===== src/rtl/rr_mux_arbiter_if.sv =====
// Shared-lane bus between four requesters and the round-robin arbiter/selector.
// master = requester side, slave = arbiter side.
interface rr_mux_arbiter_if #(
    parameter int WIDTH = 1
);
    logic [3:0]       req;
    logic [WIDTH-1:0] din0;
    logic [WIDTH-1:0] din1;
    logic [WIDTH-1:0] din2;
    logic [WIDTH-1:0] din3;
    logic [3:0]       gnt;
    logic [1:0]       sel;
    logic [WIDTH-1:0] dout;
    logic             busy;

    modport master (
        output req, din0, din1, din2, din3,
        input  gnt, sel, dout, busy
    );

    modport slave (
        input  req, din0, din1, din2, din3,
        output gnt, sel, dout, busy
    );
endinterface


===== src/rtl/rr_mux_arbiter.sv =====
// Round-robin arbiter with registered 4:1 data selector onto one shared lane.
// Optional hold timeout is enabled by defining ARB_TIMEOUT_EN.
module rr_mux_arbiter #(
    parameter int WIDTH    = 1,
    parameter int MAX_HOLD = 8
) (
    input  logic             clk,
    input  logic             rst,
    rr_mux_arbiter_if.slave  bus
);
    typedef enum logic {IDLE, GRANT} state_t;

    state_t           state, state_d;
    logic [3:0]       gnt_q, gnt_d;
    logic [1:0]       sel_q, sel_d;
    logic [1:0]       ptr_q, ptr_d;
    logic             busy_q, busy_d;
    logic [WIDTH-1:0] dout_q, dout_d;
    logic [WIDTH-1:0] din_sel;
    logic [3:0]       cand;
    logic [2:0]       pick_res;
    logic             win_valid;
    logic [1:0]       win;
    logic             new_grant;

`ifdef ARB_TIMEOUT_EN
    localparam int HW = $clog2(MAX_HOLD) + 1;
    logic [HW-1:0] hold_cnt, hold_d;
    logic          timeout;
`endif

    // Returns {valid, index} of the first set bit scanning from p upward, wrapping.
    function automatic logic [2:0] pick(input logic [3:0] c, input logic [1:0] p);
        logic [2:0] res;
        logic [1:0] idx;
        res = 3'b000;
        for (int i = 3; i >= 0; i--) begin
            idx = p + 2'(i);
            if (c[idx]) res = {1'b1, idx};
        end
        return res;
    endfunction

    always_comb begin
        case (sel_q)
            2'd0:    din_sel = bus.din0;
            2'd1:    din_sel = bus.din1;
            2'd2:    din_sel = bus.din2;
            default: din_sel = bus.din3;
        endcase
    end

    // The current holder never competes on its own release or timeout edge.
    assign cand      = (state == GRANT) ? (bus.req & ~(4'b0001 << sel_q)) : bus.req;
    assign pick_res  = pick(cand, ptr_q);
    assign win_valid = pick_res[2];
    assign win       = pick_res[1:0];

`ifdef ARB_TIMEOUT_EN
    // The edge that would make hold_cnt reach MAX_HOLD is the timeout edge.
    assign timeout = (hold_cnt >= HW'(MAX_HOLD - 1));
`endif

    always_comb begin
        state_d   = state;
        gnt_d     = gnt_q;
        sel_d     = sel_q;
        ptr_d     = ptr_q;
        busy_d    = busy_q;
        dout_d    = (state == GRANT) ? din_sel : '0;
        new_grant = 1'b0;
`ifdef ARB_TIMEOUT_EN
        hold_d    = hold_cnt;
`endif
        case (state)
            IDLE: begin
                if (win_valid) new_grant = 1'b1;
            end
            GRANT: begin
                if (!bus.req[sel_q]) begin
                    if (win_valid) begin
                        new_grant = 1'b1;
                    end else begin
                        state_d = IDLE;
                        gnt_d   = 4'b0000;
                        busy_d  = 1'b0;
                    end
`ifdef ARB_TIMEOUT_EN
                end else if (timeout && win_valid) begin
                    new_grant = 1'b1;
                end else if (hold_cnt != HW'(MAX_HOLD)) begin
                    hold_d = hold_cnt + HW'(1);
`endif
                end
            end
            default: state_d = IDLE;
        endcase
        if (new_grant) begin
            state_d = GRANT;
            gnt_d   = 4'b0001 << win;
            sel_d   = win;
            ptr_d   = win + 2'd1;
            busy_d  = 1'b1;
`ifdef ARB_TIMEOUT_EN
            hold_d  = '0;
`endif
        end
    end

    always_ff @(posedge clk or posedge rst) begin
        if (rst) begin
            state  <= IDLE;
            gnt_q  <= 4'b0000;
            sel_q  <= 2'd0;
            ptr_q  <= 2'd0;
            busy_q <= 1'b0;
            dout_q <= '0;
        end else begin
            state  <= state_d;
            gnt_q  <= gnt_d;
            sel_q  <= sel_d;
            ptr_q  <= ptr_d;
            busy_q <= busy_d;
            dout_q <= dout_d;
        end
    end

`ifdef ARB_TIMEOUT_EN
    always_ff @(posedge clk or posedge rst) begin
        if (rst) hold_cnt <= '0;
        else     hold_cnt <= hold_d;
    end
`endif

    assign bus.gnt  = gnt_q;
    assign bus.sel  = sel_q;
    assign bus.busy = busy_q;
    assign bus.dout = dout_q;
endmodule


===== src/flat_wrapper.sv =====
// flat-port wrapper written by rule: the top's interface ports become plain ports
module rr_mux_arbiter_flat 
#(
    parameter int WIDTH    = 1,
    parameter int MAX_HOLD = 8
)
  (clk, rst, bus_req, bus_din0, bus_din1, bus_din2, bus_din3, bus_gnt, bus_sel, bus_dout, bus_busy);
  rr_mux_arbiter_if #(.WIDTH(WIDTH)) bus_i ();
  input  logic clk;
  input  logic rst;
  input wire logic [$bits(bus_i.req)-1:0] bus_req;
  input wire logic [$bits(bus_i.din0)-1:0] bus_din0;
  input wire logic [$bits(bus_i.din1)-1:0] bus_din1;
  input wire logic [$bits(bus_i.din2)-1:0] bus_din2;
  input wire logic [$bits(bus_i.din3)-1:0] bus_din3;
  output wire logic [$bits(bus_i.gnt)-1:0] bus_gnt;
  output wire logic [$bits(bus_i.sel)-1:0] bus_sel;
  output wire logic [$bits(bus_i.dout)-1:0] bus_dout;
  output wire logic [$bits(bus_i.busy)-1:0] bus_busy;
  assign bus_i.req = bus_req;
  assign bus_i.din0 = bus_din0;
  assign bus_i.din1 = bus_din1;
  assign bus_i.din2 = bus_din2;
  assign bus_i.din3 = bus_din3;
  assign bus_gnt = bus_i.gnt;
  assign bus_sel = bus_i.sel;
  assign bus_dout = bus_i.dout;
  assign bus_busy = bus_i.busy;
  rr_mux_arbiter #(.WIDTH(WIDTH), .MAX_HOLD(MAX_HOLD)) u_core (.clk(clk), .rst(rst), .bus(bus_i));
endmodule

===== config.mk =====
export PLATFORM = sky130hd
export DESIGN_NAME = rr_mux_arbiter_flat
export DESIGN_NICKNAME = d
export VERILOG_FILES = /design/src/rtl/rr_mux_arbiter_if.sv /design/src/rtl/rr_mux_arbiter.sv /design/src/flat_wrapper.sv
export SDC_FILE = /design/constraint.sdc
export NUM_CORES = 1
export LEC_CHECK = 0
export BUFFER_PORTS_ARGS = -buffer_cell sky130_fd_sc_hd__clkbuf_2
export CORE_MARGIN = 2
export CORE_UTILIZATION = 46
export DETAILED_ROUTE_END_ITERATION = 16
export PLACE_DENSITY_LB_ADDON = 0.05
export SYNTH_ARGS = -nofsm -noshare
export SYNTH_HDL_FRONTEND = slang
export SYNTH_SLANG_ARGS = --single-unit

===== constraint.sdc =====
create_clock -name clk -period 2 [get_ports clk]
set_input_delay 0.6 -clock clk [delete_from_list [all_inputs] [get_ports clk]]
set_output_delay 0.6 -clock clk [all_outputs]
set_load 0.005 [all_outputs]

After elaboration in Yosys (flattened, before gate mapping). Cells that the tools add are included.

Div/mod/pow operators: 0. Bitwise logic cells: 3. Equality and inequality tests: 4. Shift-type cells: 2. Add/sub/neg operators: 4. Mux-type cells: 31. Multipliers: 0. Magnitude comparators: 5. Reductions and logical operators: 3.

Operators by type and width (count): 2-to-1 mux 4 bit (5); less-than comparator 2 x 3 -> 1 bit (second input constant) (5); 2-to-1 mux 1 bit (15); 2-to-1 mux 3 bit (4); binary-select mux 1 bit (select 2 bit) (5); << shifter 1 x 2 -> 4 bit (first input constant) (2); adder 2 x 1 -> 2 bit (second input constant) (2); adder 2 bit (second input constant) (2); AND 4 bit (1); NOT 4 bit (1); one-hot mux 1 bit (3 select lines) (1); AND reduction 3 bit (1); == test 2 x 1 -> 1 bit (second input constant) (1); == test 2 bit (second input constant) (1); zero test 2 bit (1); inequality test 2 x 1 -> 1 bit (second input constant) (1); inequality test 2 bit (second input constant) (1); one-hot mux 1 bit (2 select lines) (1); nonzero test 2 bit (1); NOT 1 bit (1).

Output and inout bits: 8. Latch bits: 0. Input port bits: 10. RAM bits: 0. Word-level logic and storage cells: 58. Memories kept: 0. ROM bits: 0. Bits in registers: 11.

Longest topological paths before layout. Gate-level depths: netlist of the first run.

Depth after elaboration: 15. Gate-level depth with buffers: 8. Depth with buffers taken out: 6.

Worst setup path after synthesis of the first run. Ideal clock, no wire load.

Kind: register -> register. From: register u_core.sel_q[0], in the netlist u_core.bus.sel[0]. To: register u_core.gnt_q[0], in the netlist u_core.bus.gnt[0]. Period minus slack after synthesis: 2.157 ns. Arrival time: 2.035 ns. Slack: -0.157 ns. Cell stages (with the launch flop): 8. Setup time: 0.122 ns. Cells stage by stage: dfrtp_1 -> buf_6 -> xor2_4 -> o221ai_2 -> and3_1 -> or4_4 -> or2_1 -> a32o_1.

Word-level cells in the longest chain between the ends: 15. Elaborated cells between the ends (all ways): 27. Those cells by class: eq/ne: 2; shift: 2; mux: 19; bitwise: 2; reduce/logical: 2.

RTL lines: from (decl) (RTL line rr_mux_arbiter.sv:15) `logic [1:0] sel_q, sel_d;`; from (signal assigned) (RTL line rr_mux_arbiter.sv:121) `sel_q <= sel_d;`; << shifter 1 x 2 -> 4 bit (RTL line rr_mux_arbiter.sv:54) `assign cand = (state == GRANT) ? (bus.req & ~(4'b0001 << sel_q)) : bus.req;`; NOT 4 bit (RTL line rr_mux_arbiter.sv:54); AND 4 bit (RTL line rr_mux_arbiter.sv:54); 2-to-1 mux 4 bit (RTL line rr_mux_arbiter.sv:54); binary-select mux 1 bit (select 2 bit) (RTL line rr_mux_arbiter.sv:39) `if (c[idx]) res = {1'b1, idx};`; 2-to-1 mux 1 bit (implied by the code) (RTL line rr_mux_arbiter.sv:39); 2-to-1 mux 3 bit (4 in series) (RTL line rr_mux_arbiter.sv:39); 2-to-1 mux 1 bit (RTL line rr_mux_arbiter.sv:77, rr_mux_arbiter.sv:81); 2-to-1 mux 1 bit (RTL line rr_mux_arbiter.sv:80) `if (!bus.req[sel_q]) begin`; one-hot mux 1 bit (2 select lines) (RTL line rr_mux_arbiter.sv:75) `case (state)`; inequality test 2 bit (no line) (tied with other cells); AND reduction 3 bit (no line); to (signal assigned) (RTL line rr_mux_arbiter.sv:120) `gnt_q <= gnt_d;`; to (decl) (RTL line rr_mux_arbiter.sv:14) `logic [3:0] gnt_q, gnt_d;`.

Several ways; a longest one is shown, not always the timed one. The select of a mux whose other input is x is not followed. A chain may end at the register's enable or synchronous reset.

Worst setup path after layout of the first run. Ends and elaborated chain as after synthesis.

==> results of run 1 <==
[per-layer routing]
metal | part of all wire, % | up-vias
met5 | 0 | -
met4 | 1.5 | 0
met3 | 3.2 | 4
met2 | 51 | 14
met1 | 44 | 343
li1 | - | 371
[logic make-up (layout without fill, tap and decap cells)]
group,Yosys count,count (layout)
AOI/OAI and AO/OA,22,22
xor gates and xnor gates,1,1
buffers and inverters,6,43
DFF,11,11
muxes,6,6
and+or+nand+nor,31,31
[registers in the layout (all words and copies together) (netlist names)]
| name | count |
|---|---|
| u_core.bus.busy | 1 |
| u_core.bus.dout | 1 |
| u_core.bus.gnt | 4 |
| u_core.bus.sel | 2 |
| u_core.ptr_q | 2 |
| u_core.state | 1 |
[where the power goes]
| part | internal [W] | leakage, nW | switching [W] |
|---|---|---|---|
| clock | 0.0000773 | 0.0150 | 0.0000719 |
| combinational | 0.000717 | 0.373 | 0.000640 |
| sequential | 0.000325 | 0.130 | 0.0000977 |
| total | 0.00112 | 0.519 | 0.000810 |
[repair_timing]
action | 4_1_cts | 5_1_grt
gates resized for setup | 7 | 4
pin swaps | 1 | 0
setup buffers | 4 | 0
hold buffers | 0 | 0
endpoints found under the setup margin | 8 | 8
hold endpoints to repair | 0 | 0
[worst max-delay path, stage by stage, from the launching register on]
cell,delay (ns)
dfrtp_2,0.44
xor2_4,0.26
o221ai_2,0.15
and3_1,0.17
or4_4,0.56
or2_1,0.22
a32o_1,0.22
[stage by stage]
stage	utilization [%]	cells	setup slack (ns)	instance area, µm²	total power [W]
2_1_floorplan	-	77	-0.106	781	0.00121
3_3_place_gp	63.2	122	-0.259	975	0.00158
3_5_place_dp	63.2	122	-0.382	975	0.00161
4_1_cts	68.2	130	-0.154	1050	0.00190
5_1_grt	68.8	130	-0.229	1060	0.00208
6_report	68.8	130	-0.151	1060	0.00193
[synth_stat cells, drive strengths merged, types with 3 or more instances]
| cell | instances |
|---|---|
| buf | 3 |
| nand2b | 4 |
| nand3 | 3 |
| a21oi | 4 |
| mux2i | 3 |
| dfrtp | 11 |
| nor2 | 3 |
| nand2 | 9 |
| nor3 | 4 |
[how the worst min path moves through the flow]
stage               cells past startpoint  slack [ns]           endpoint            start
floorplan                               1        0.45    u_core.bus.busy              rst
detailed placement                      2        0.48    u_core.bus.busy  u_core.bus.busy
global placement                        2        0.46    u_core.bus.busy  u_core.bus.busy
CTS                                     2        0.29  u_core.bus.gnt[2]              rst
global route                            2        0.33  u_core.bus.gnt[2]              rst
finish                                  2        0.28    u_core.bus.busy              rst
[final cells by class]
class | instances | area [µm²] | area share [%]
inverters | 2 | 7.51 | 0.708
repair buffers | 37 | 239 | 22.5
well taps | 16 | 20.0 | 1.89
multi-input cells | 60 | 489 | 46.1
clock buffers | 4 | 26.3 | 2.48
flip-flops and latches | 11 | 279 | 26.3
==> flow_metrics.env, run 1 <==
export IMPL_status="complete, but fails checks"
export IMPL_violations="setup timing"
export IMPL_max_freq_ghz=0.465
export IMPL_fin_nets=125
export IMPL_synth_edf_count=0
export IMPL_grt_pass1_vias=735
export IMPL_rows=14
export IMPL_rr_startpoint="u_core.bus.sel[0]"
export IMPL_synthDistinctLibCells=38
export IMPL_r2r_end="u_core.bus.gnt[0]"
export IMPL_dr_pass1_iters=3
export IMPL_netlist_area_um2=771
export IMPL_coreArea_mm2=0.00154
export IMPL_clock_latency_ns=0.27
export IMPL_met3_usage_pct=4.00
export IMPL_drc=0
export IMPL_ys_seq_elements=11
export IMPL_powerDensity_mw_per_mm2=1820
export IMPL_ys_flop_type="dfrtp_1"
export IMPL_netlist_area_leader_share_pct=35.7
export IMPL_initial_core_util_pct=50.0
export IMPL_cts_clk_slew_worst_paths_ns=0.07
export IMPL_r2r_slack_ns=-0.15
export IMPL_hold_viol=0
export IMPL_cts_htree_levels=1
export IMPL_ant_nets=0
export IMPL_syn_instance_count=77
export IMPL_synth_compound_area_share_pct=22.9
export IMPL_synthMuxAreaShare_pct=12.2
export IMPL_hold_class="in2async"
export IMPL_n_antenna_cell=0
export IMPL_portBuffers=17
export IMPL_final_common_cell="buf_4"
export IMPL_rsz0062_at_grt="yes"
export IMPL_critical_path_required_ns=2.16
export IMPL_ios=18
export IMPL_fin_crit_ns=2.15
export IMPL_grt_use_met2_pct=37.7
export IMPL_endpoint_kind="flip-flop"
export IMPL_grt_overflow=0
export IMPL_synthXorXnorAreaFrac_pct=3.57
export IMPL_synthArstFlopShare_pct=100
export IMPL_wire_per_inst_um=14.3
export IMPL_criticalPathCategory="reg2reg"
export IMPL_final_cell_mix="buf_4 (19), clkbuf_2 (17), nand2_1 (8), dfrtp_1 (8)"
export IMPL_crit_fanout=5
export IMPL_antenna_found_initial=0
export IMPL_setup_viol=6
export IMPL_grtUsageMet1_pct=25.1
export IMPL_clockRootBuffer="clkbuf_4"
export IMPL_track_usage_pct=21.5
export IMPL_maxSlewHeadroom_pct=72.3
export IMPL_nFillCells=134
export IMPL_ff2ff_path_depth=6
export IMPL_crit_end="u_core.bus.gnt[0]"
export IMPL_die_w_um=44.9
export IMPL_cts_tree="done"
export IMPL_peakVddDrop_mv=0.954
export IMPL_setup_ws_ns=-0.151
export IMPL_yosys_area_top_type="dfrtp_1"
export IMPL_avgSynthCellArea_um2=10.0
export IMPL_synth_area_leaders="dfrtp_1 (36%), mux4_1 (6.8%), nand2_1 (4.4%)"
export IMPL_dieArea_mm2=0.00202
export IMPL_place_hpwl_um=1450
export IMPL_setup_tns_ns=-0.470
export IMPL_synth_top_family_by_area="compound AO/OA/AOI/OAI gates"
export IMPL_p_leak_nw=0.519
export IMPL_slew_viol_final=0
export IMPL_cts_buffers=3
export IMPL_grt_pass1_wl_um=3100
export IMPL_yosysSeqAreaShare_pct=35.7
export IMPL_grt_busiest_layer="met2"
export IMPL_drive_gt1_share_pct=50.0
export IMPL_fin_hold_ws_ns=0.278
export IMPL_fin_crit_sh_pct=108
export IMPL_worst_pin_slew_ns=0.415
export IMPL_die_y_um=44.9
export IMPL_via_count=732
export IMPL_grt_max_degree=12
export IMPL_clock_skew_ns=0.00449
export IMPL_cts_num_sinks=11
export IMPL_drt_total_wl_um=1850
export IMPL_synth_simple_gate_area_share_pct=21.1
export IMPL_vias_per_cell=5.63
export IMPL_synthAdderAreaFrac_pct=0
export IMPL_place_congestion=0.787
export IMPL_arrival_ns=2.31
export IMPL_synth_fp_nets=87
export IMPL_clockBufferDepth=2
export IMPL_crit_path_start_kind="flip-flop"
export IMPL_area_growth_pct=37.7
export IMPL_yosysWarnings=0
export IMPL_drt_iter0_drc=10
export IMPL_cap_violations=0
export IMPL_startpoint="u_core.bus.sel[0]"
Note: power is estimated with default switching activity, not from simulation.
==> run 2, diff against run 1 <==
--- a/config.mk
+++ b/config.mk
@@ -6,9 +6,13 @@
 export NUM_CORES = 1
 export LEC_CHECK = 0
 export BUFFER_PORTS_ARGS = -buffer_cell sky130_fd_sc_hd__clkbuf_2
+export CELL_PAD_IN_SITES_DETAIL_PLACEMENT = 2
+export CELL_PAD_IN_SITES_GLOBAL_PLACEMENT = 2
 export CORE_MARGIN = 2
-export CORE_UTILIZATION = 46
+export CORE_UTILIZATION = 28
 export DETAILED_ROUTE_END_ITERATION = 16
+export GPL_ROUTABILITY_DRIVEN = 0
+export HOLD_SLACK_MARGIN = 0.06
 export PLACE_DENSITY_LB_ADDON = 0.05
 export SYNTH_ARGS = -nofsm -noshare
 export SYNTH_HDL_FRONTEND = slang
==> run 2 against run 1 <==
Against the previous run:
- first-iteration DRC count fell by 20%
- die area rose by 58%
- sequential share of layout area fell by 2.1 points
- count of clock-buffer cells in the layout did not move
- sequential cell count did not move
- clock power rose by 3%
- critical path depth did not move
- non-clock buffer count rose by 8
- the run still ends with setup timing left
==> flow_metrics.env, run 2 (synthesized netlist as in run 1, its figures left out) <==
export IMPL_crit_buf_inv=0
export IMPL_portBuffers=17
export IMPL_place_hpwl_um=1990
export IMPL_r2r_end="u_core.bus.gnt[0]"
export IMPL_endpoint_kind="flip-flop"
export IMPL_fin_area_mm2=0.00115
export IMPL_grt_pass1_vias=910
export IMPL_grt_max_degree=12
export IMPL_maxSlewHeadroom_pct=70.1
export IMPL_clock_skew_ns=0.00553
export IMPL_rows=19
export IMPL_cts_tree="done"
export IMPL_slew_viol_final=0
export IMPL_fin_hold_ws_ns=0.302
export IMPL_placed_cell_area_mm2=0.00105
export IMPL_max_freq_ghz=0.447
export IMPL_cts_num_sinks=11
export IMPL_cp_slowest_cell="or4_4"
export IMPL_max_stage_delay_ns=0.57
export IMPL_dr_pass1_iters=4
export IMPL_drt_total_wl_um=2760
export IMPL_crit_chain="xor2_4 > o221ai_2 > and3_1 > or4_4 > or2_1 > a32o_1"
export IMPL_arrival_ns=2.40
export IMPL_largest_register_ffs=4
export IMPL_clockBufferDepth=2
export IMPL_vias_per_cell=5.28
export IMPL_fin_crit_ns=2.24
export IMPL_cts_htree_levels=1
export IMPL_initial_core_util_pct=28.7
export IMPL_p_leak_nw=0.558
export IMPL_violations="setup timing"
export IMPL_crit_fanout=5
export IMPL_cts_clk_slew_worst_paths_ns=0.07
export IMPL_track_usage_pct=19.2
export IMPL_final_cell_mix="buf_4 (28), clkbuf_2 (17), nand2_1 (9), dfrtp_1 (9), a21oi_1 (4)"
export IMPL_die_y_um=56.5
export IMPL_clock_latency_ns=0.27
export IMPL_antenna_found_initial=0
export IMPL_rsz0062_at_grt="yes"
export IMPL_setup_viol=8
export IMPL_r2r_slack_ns=-0.24
export IMPL_cap_violations=0
export IMPL_dieArea_mm2=0.00319
export IMPL_drt_iter0_drc=8
export IMPL_critical_path_required_ns=2.16
export IMPL_setup_ws_ns=-0.237
export IMPL_drc=0
export IMPL_hold_buffers=0
export IMPL_fin_nets=133
export IMPL_n_antenna_cell=0
export IMPL_ant_nets=0
export IMPL_grt_pass1_wl_um=4600
export IMPL_nFillCells=302
export IMPL_crit_path_start_kind="flip-flop"
export IMPL_ff2ff_path_depth=6
export IMPL_wire_per_inst_um=18.0
export IMPL_clockRootBuffer="clkbuf_4"
export IMPL_cts_buffers=3
export IMPL_fin_crit_sh_pct=112
export IMPL_hold_viol=0
export IMPL_criticalPathCategory="reg2reg"
export IMPL_hold_class="in2async"
export IMPL_coreArea_mm2=0.00269
export IMPL_worst_pin_slew_ns=0.448
export IMPL_die_w_um=56.5
export IMPL_via_count=808
export IMPL_rr_startpoint="u_core.bus.sel[0]"
export IMPL_area_growth_pct=48.7
export IMPL_powerDensity_mw_per_mm2=1910
export IMPL_drive_gt1_share_pct=52.5
export IMPL_peakVddDrop_mv=0.765
export IMPL_status="complete, but fails checks"
export IMPL_crit_family="simple AND/OR/NAND/NOR gates"
export IMPL_grt_overflow=0
export IMPL_ios=18
export IMPL_final_common_cell="buf_4"
[run 2: how the worst max path moves through the flow]
stage                 startpoint                 to  depth (start not counted)  slack, ns
2_1_floorplan  u_core.bus.sel[0]  u_core.bus.gnt[0]                          7      -0.11
3_3_place_gp          bus_req[1]  u_core.bus.gnt[0]                          7      -0.31
3_5_place_dp          bus_req[2]    u_core.ptr_q[1]                          7      -0.38
4_1_cts        u_core.bus.sel[0]  u_core.bus.gnt[0]                          6      -0.19
5_1_grt        u_core.bus.sel[0]  u_core.bus.gnt[0]                          6      -0.29
6_report       u_core.bus.sel[0]  u_core.bus.gnt[0]                          6      -0.24
[run 2: metal layers]
layer	GRT usage, %	up-vias	wire, µm
li1	-	386	-
met3	0.922	6	64
met1	21.5	404	1130
met4	9.18	0	58
met5	0	-	0
met2	36.2	12	1510
[run 2: stage by stage]
stage | utilization [%] | instances | total power (W) | setup slack [ns] | TNS (ns)
2_1_floorplan | - | 77 | 0.00121 | -0.106 | -0.258
3_3_place_gp | 38.9 | 144 | 0.00174 | -0.312 | -1.83
3_5_place_dp | 38.9 | 144 | 0.00180 | -0.385 | -2.44
4_1_cts | 42.3 | 153 | 0.00216 | -0.192 | -0.951
5_1_grt | 42.7 | 153 | 0.00237 | -0.294 | -1.88
6_report | 42.7 | 153 | 0.00219 | -0.237 | -1.21
[run 2: final cells by class]
type,count,area (µm²),area share (%)
clock buffers,4,26.3,2.29
inverters,2,7.51,0.655
flip-flops and latches,11,278,24.2
multi-input cells,60,500,43.7
repair buffers,45,295,25.8
well taps,31,38.8,3.38
[run 2: repair_timing]
item                                    in CTS  in global routing
gates resized for setup                      9                  2
endpoints found under the setup margin       8                  8
gates cloned                                 0                  0
pin swaps                                    3                  0
setup buffers                                5                  0
[run 2: worst register-to-register path, cell delays in order (launching register included)]
cell and delay (ns):
dfrtp_2 0.45, xor2_4 0.28, o221ai_2 0.17, and3_1 0.21
or4_4 0.57, or2_1 0.24, a32o_1 0.22
[run 2: power breakdown]
group          internal (W)  total (W)  switching [W]
sequential         0.000323   0.000426       0.000103
combinational      0.000826    0.00161       0.000787
clock             0.0000772   0.000153      0.0000754
==> run 3, diff against run 2 <==
--- a/config.mk
+++ b/config.mk
@@ -14,6 +14,7 @@
 export GPL_ROUTABILITY_DRIVEN = 0
 export HOLD_SLACK_MARGIN = 0.06
 export PLACE_DENSITY_LB_ADDON = 0.05
+export RECOVER_POWER = 100
 export SYNTH_ARGS = -nofsm -noshare
 export SYNTH_HDL_FRONTEND = slang
 export SYNTH_SLANG_ARGS = --single-unit
==> run 3 against run 2 <==
Against the previous run:
- the flow still finishes with violations (setup timing)
- final cell count stayed put
- hold slack better by 0.0027 ns
- count of clock-buffer cells in the layout stayed put
- largest cell class unchanged
- clock skew hardly changed
- core utilization is 0.37 points lower
- sequential power hardly changed
- sequential cell count stayed put
- first-iteration DRC count is 25% lower
- clock power hardly changed
- global-route usage stayed put
- highest routed layer unchanged
- critical path type unchanged
==> flow_metrics.env, run 3 (synthesized netlist as in run 1, its figures left out) <==
export IMPL_peakVddDrop_mv=0.765
export IMPL_total_power_w=0.00216
export IMPL_n_antenna_cell=0
export IMPL_p_sw_w=0.000961
export IMPL_grt_max_degree=12
export IMPL_drt_iter0_drc=6
export IMPL_clockRootBuffer="clkbuf_4"
export IMPL_ant_nets=0
export IMPL_clock_skew_ns=0.00596
export IMPL_critical_path_required_ns=2.16
export IMPL_rsz0062_at_grt="yes"
export IMPL_clockBufferDepth=2
export IMPL_area_growth_pct=47.4
export IMPL_seqPwrFrac_pct=19.6
export IMPL_p_leak_nw=0.544
export IMPL_die_w_um=56.5
export IMPL_grt_pass1_wl_um=4600
export IMPL_crit_path_start_kind="flip-flop"
export IMPL_cap_violations=0
export IMPL_cts_clk_slew_worst_paths_ns=0.07
export IMPL_ios=18
export IMPL_grt_pass1_vias=910
export IMPL_place_ws_ns=-0.385
export IMPL_status="complete, but fails checks"
export IMPL_track_usage_pct=19.2
export IMPL_cts_htree_levels=1
export IMPL_rows=19
export IMPL_max_freq_ghz=0.448
export IMPL_dieArea_mm2=0.00319
export IMPL_maxSlewHeadroom_pct=70.1
export IMPL_setup_ws_ns=-0.233
export IMPL_p_sw_share_pct=44.4
export IMPL_power_frac_comb_pct=73.4
export IMPL_cts_buffers=3
export IMPL_portBuffers=17
export IMPL_coreArea_mm2=0.00269
export IMPL_cts_num_sinks=11
export IMPL_violations="setup timing"
export IMPL_drc=0
export IMPL_largest_register_ffs=4
export IMPL_fin_crit_sh_pct=112
export IMPL_cts_tree="done"
export IMPL_final_cell_mix="buf_4 (25), clkbuf_2 (15), nand2_1 (9), dfrtp_1 (9), clkbuf_1 (5)"
export IMPL_endpoint_kind="flip-flop"
export IMPL_crit_fanout=5
export IMPL_dr_pass1_iters=4
export IMPL_antenna_found_initial=0
export IMPL_fin_nets=133
export IMPL_worst_pin_slew_ns=0.448
export IMPL_drt_total_wl_um=2750
export IMPL_via_count=807
export IMPL_initial_core_util_pct=28.7
export IMPL_arrival_ns=2.39
export IMPL_wire_per_inst_um=18.0
export IMPL_drive_gt1_share_pct=49.2
export IMPL_criticalPathCategory="reg2reg"
export IMPL_hold_class="in2async"
export IMPL_powerDensity_mw_per_mm2=1910
export IMPL_p_clk_share_pct=7.0
export IMPL_slew_viol_final=0
export IMPL_die_y_um=56.5
export IMPL_vias_per_cell=5.27
export IMPL_place_hpwl_um=1990
export IMPL_internal_power_w=0.00120
export IMPL_setup_viol=8
export IMPL_grt_overflow=0
export IMPL_clock_latency_ns=0.27
export IMPL_final_common_cell="buf_4"
export IMPL_fin_crit_ns=2.23
export IMPL_fin_util_pct=42.3
export IMPL_hold_viol=0
-- run 3: changes by cell type in the layout (fill, tap and decap cells not counted), sizes merged --
cell	before	now
clkbuf	21	24
buf	28	25
-- run 3: worst paths after layout --
check,startpoint,end,slack [ns],cells after the start
worst min register to register,u_core.bus.gnt[1],u_core.bus.gnt[1],0.50,2
worst min-delay path,rst,u_core.bus.gnt[3],0.30,2
worst max-delay path,u_core.bus.sel[0],u_core.bus.gnt[0],-0.23,6
max in group asynchronous,rst,u_core.bus.sel[0],1.36,2
min in group clk,u_core.bus.gnt[1],u_core.bus.gnt[1],0.50,2
worst max register to register,u_core.bus.sel[0],u_core.bus.gnt[0],-0.23,6
-- run 3: critical path: stages (launching register included) --
cell and delay (ns):
dfrtp_2 0.45, xor2_4 0.28, o221ai_2 0.17, and3_1 0.21
or4_4 0.57, or2_1 0.24, a32o_1 0.22
-- run 3: layout make-up --
class,count,area [µm²]
Multi-Input combinational cell,60,500
Fill cell,307,1550
Tap cell,31,38.8
Inverter,2,7.51
Timing Repair Buffer,45,285
Sequential cell,11,278
Clock buffer,4,26.3
-- run 3: power by group through the flow --
stage               Sequential [W]  Combinational (W)  Clock, W
finish                    0.000425            0.00159  0.000151
global route              0.000440            0.00173  0.000172
CTS                       0.000427            0.00157  0.000161
detailed placement        0.000427            0.00137         0
global placement          0.000424            0.00132         0
floorplan                 0.000392           0.000817         0
-- run 3: what timing repair did --
item,4_1_cts,5_1_grt
gates cloned,0,0
pin swaps,3,0
gates resized for setup,9,2
endpoints found under the setup margin,8,8
hold buffers,0,0
buffers inserted,5,0
-- run 3: stage by stage --
step | setup TNS [ns] | hold slack [ns] | cells | area [µm²]
6_report | -1.19 | 0.304 | 153 | 1140
5_1_grt | -1.88 | 0.352 | 153 | 1140
4_1_cts | -0.951 | 0.311 | 153 | 1140
3_5_place_dp | -2.44 | 0.481 | 144 | 1050
3_3_place_gp | -1.83 | 0.464 | 144 | 1050
2_1_floorplan | -0.258 | 0.452 | 77 | 781
-- run 3: metal layers --
layer / vias up / track usage [%] / share of wire [%]
met2: 10 / 36.2 / 56
met5: - / 0 / 0
met1: 408 / 21.5 / 40
li1: 385 / - / -
met4: 0 / 9.18 / 1.5
met3: 4 / 0.922 / 2.2
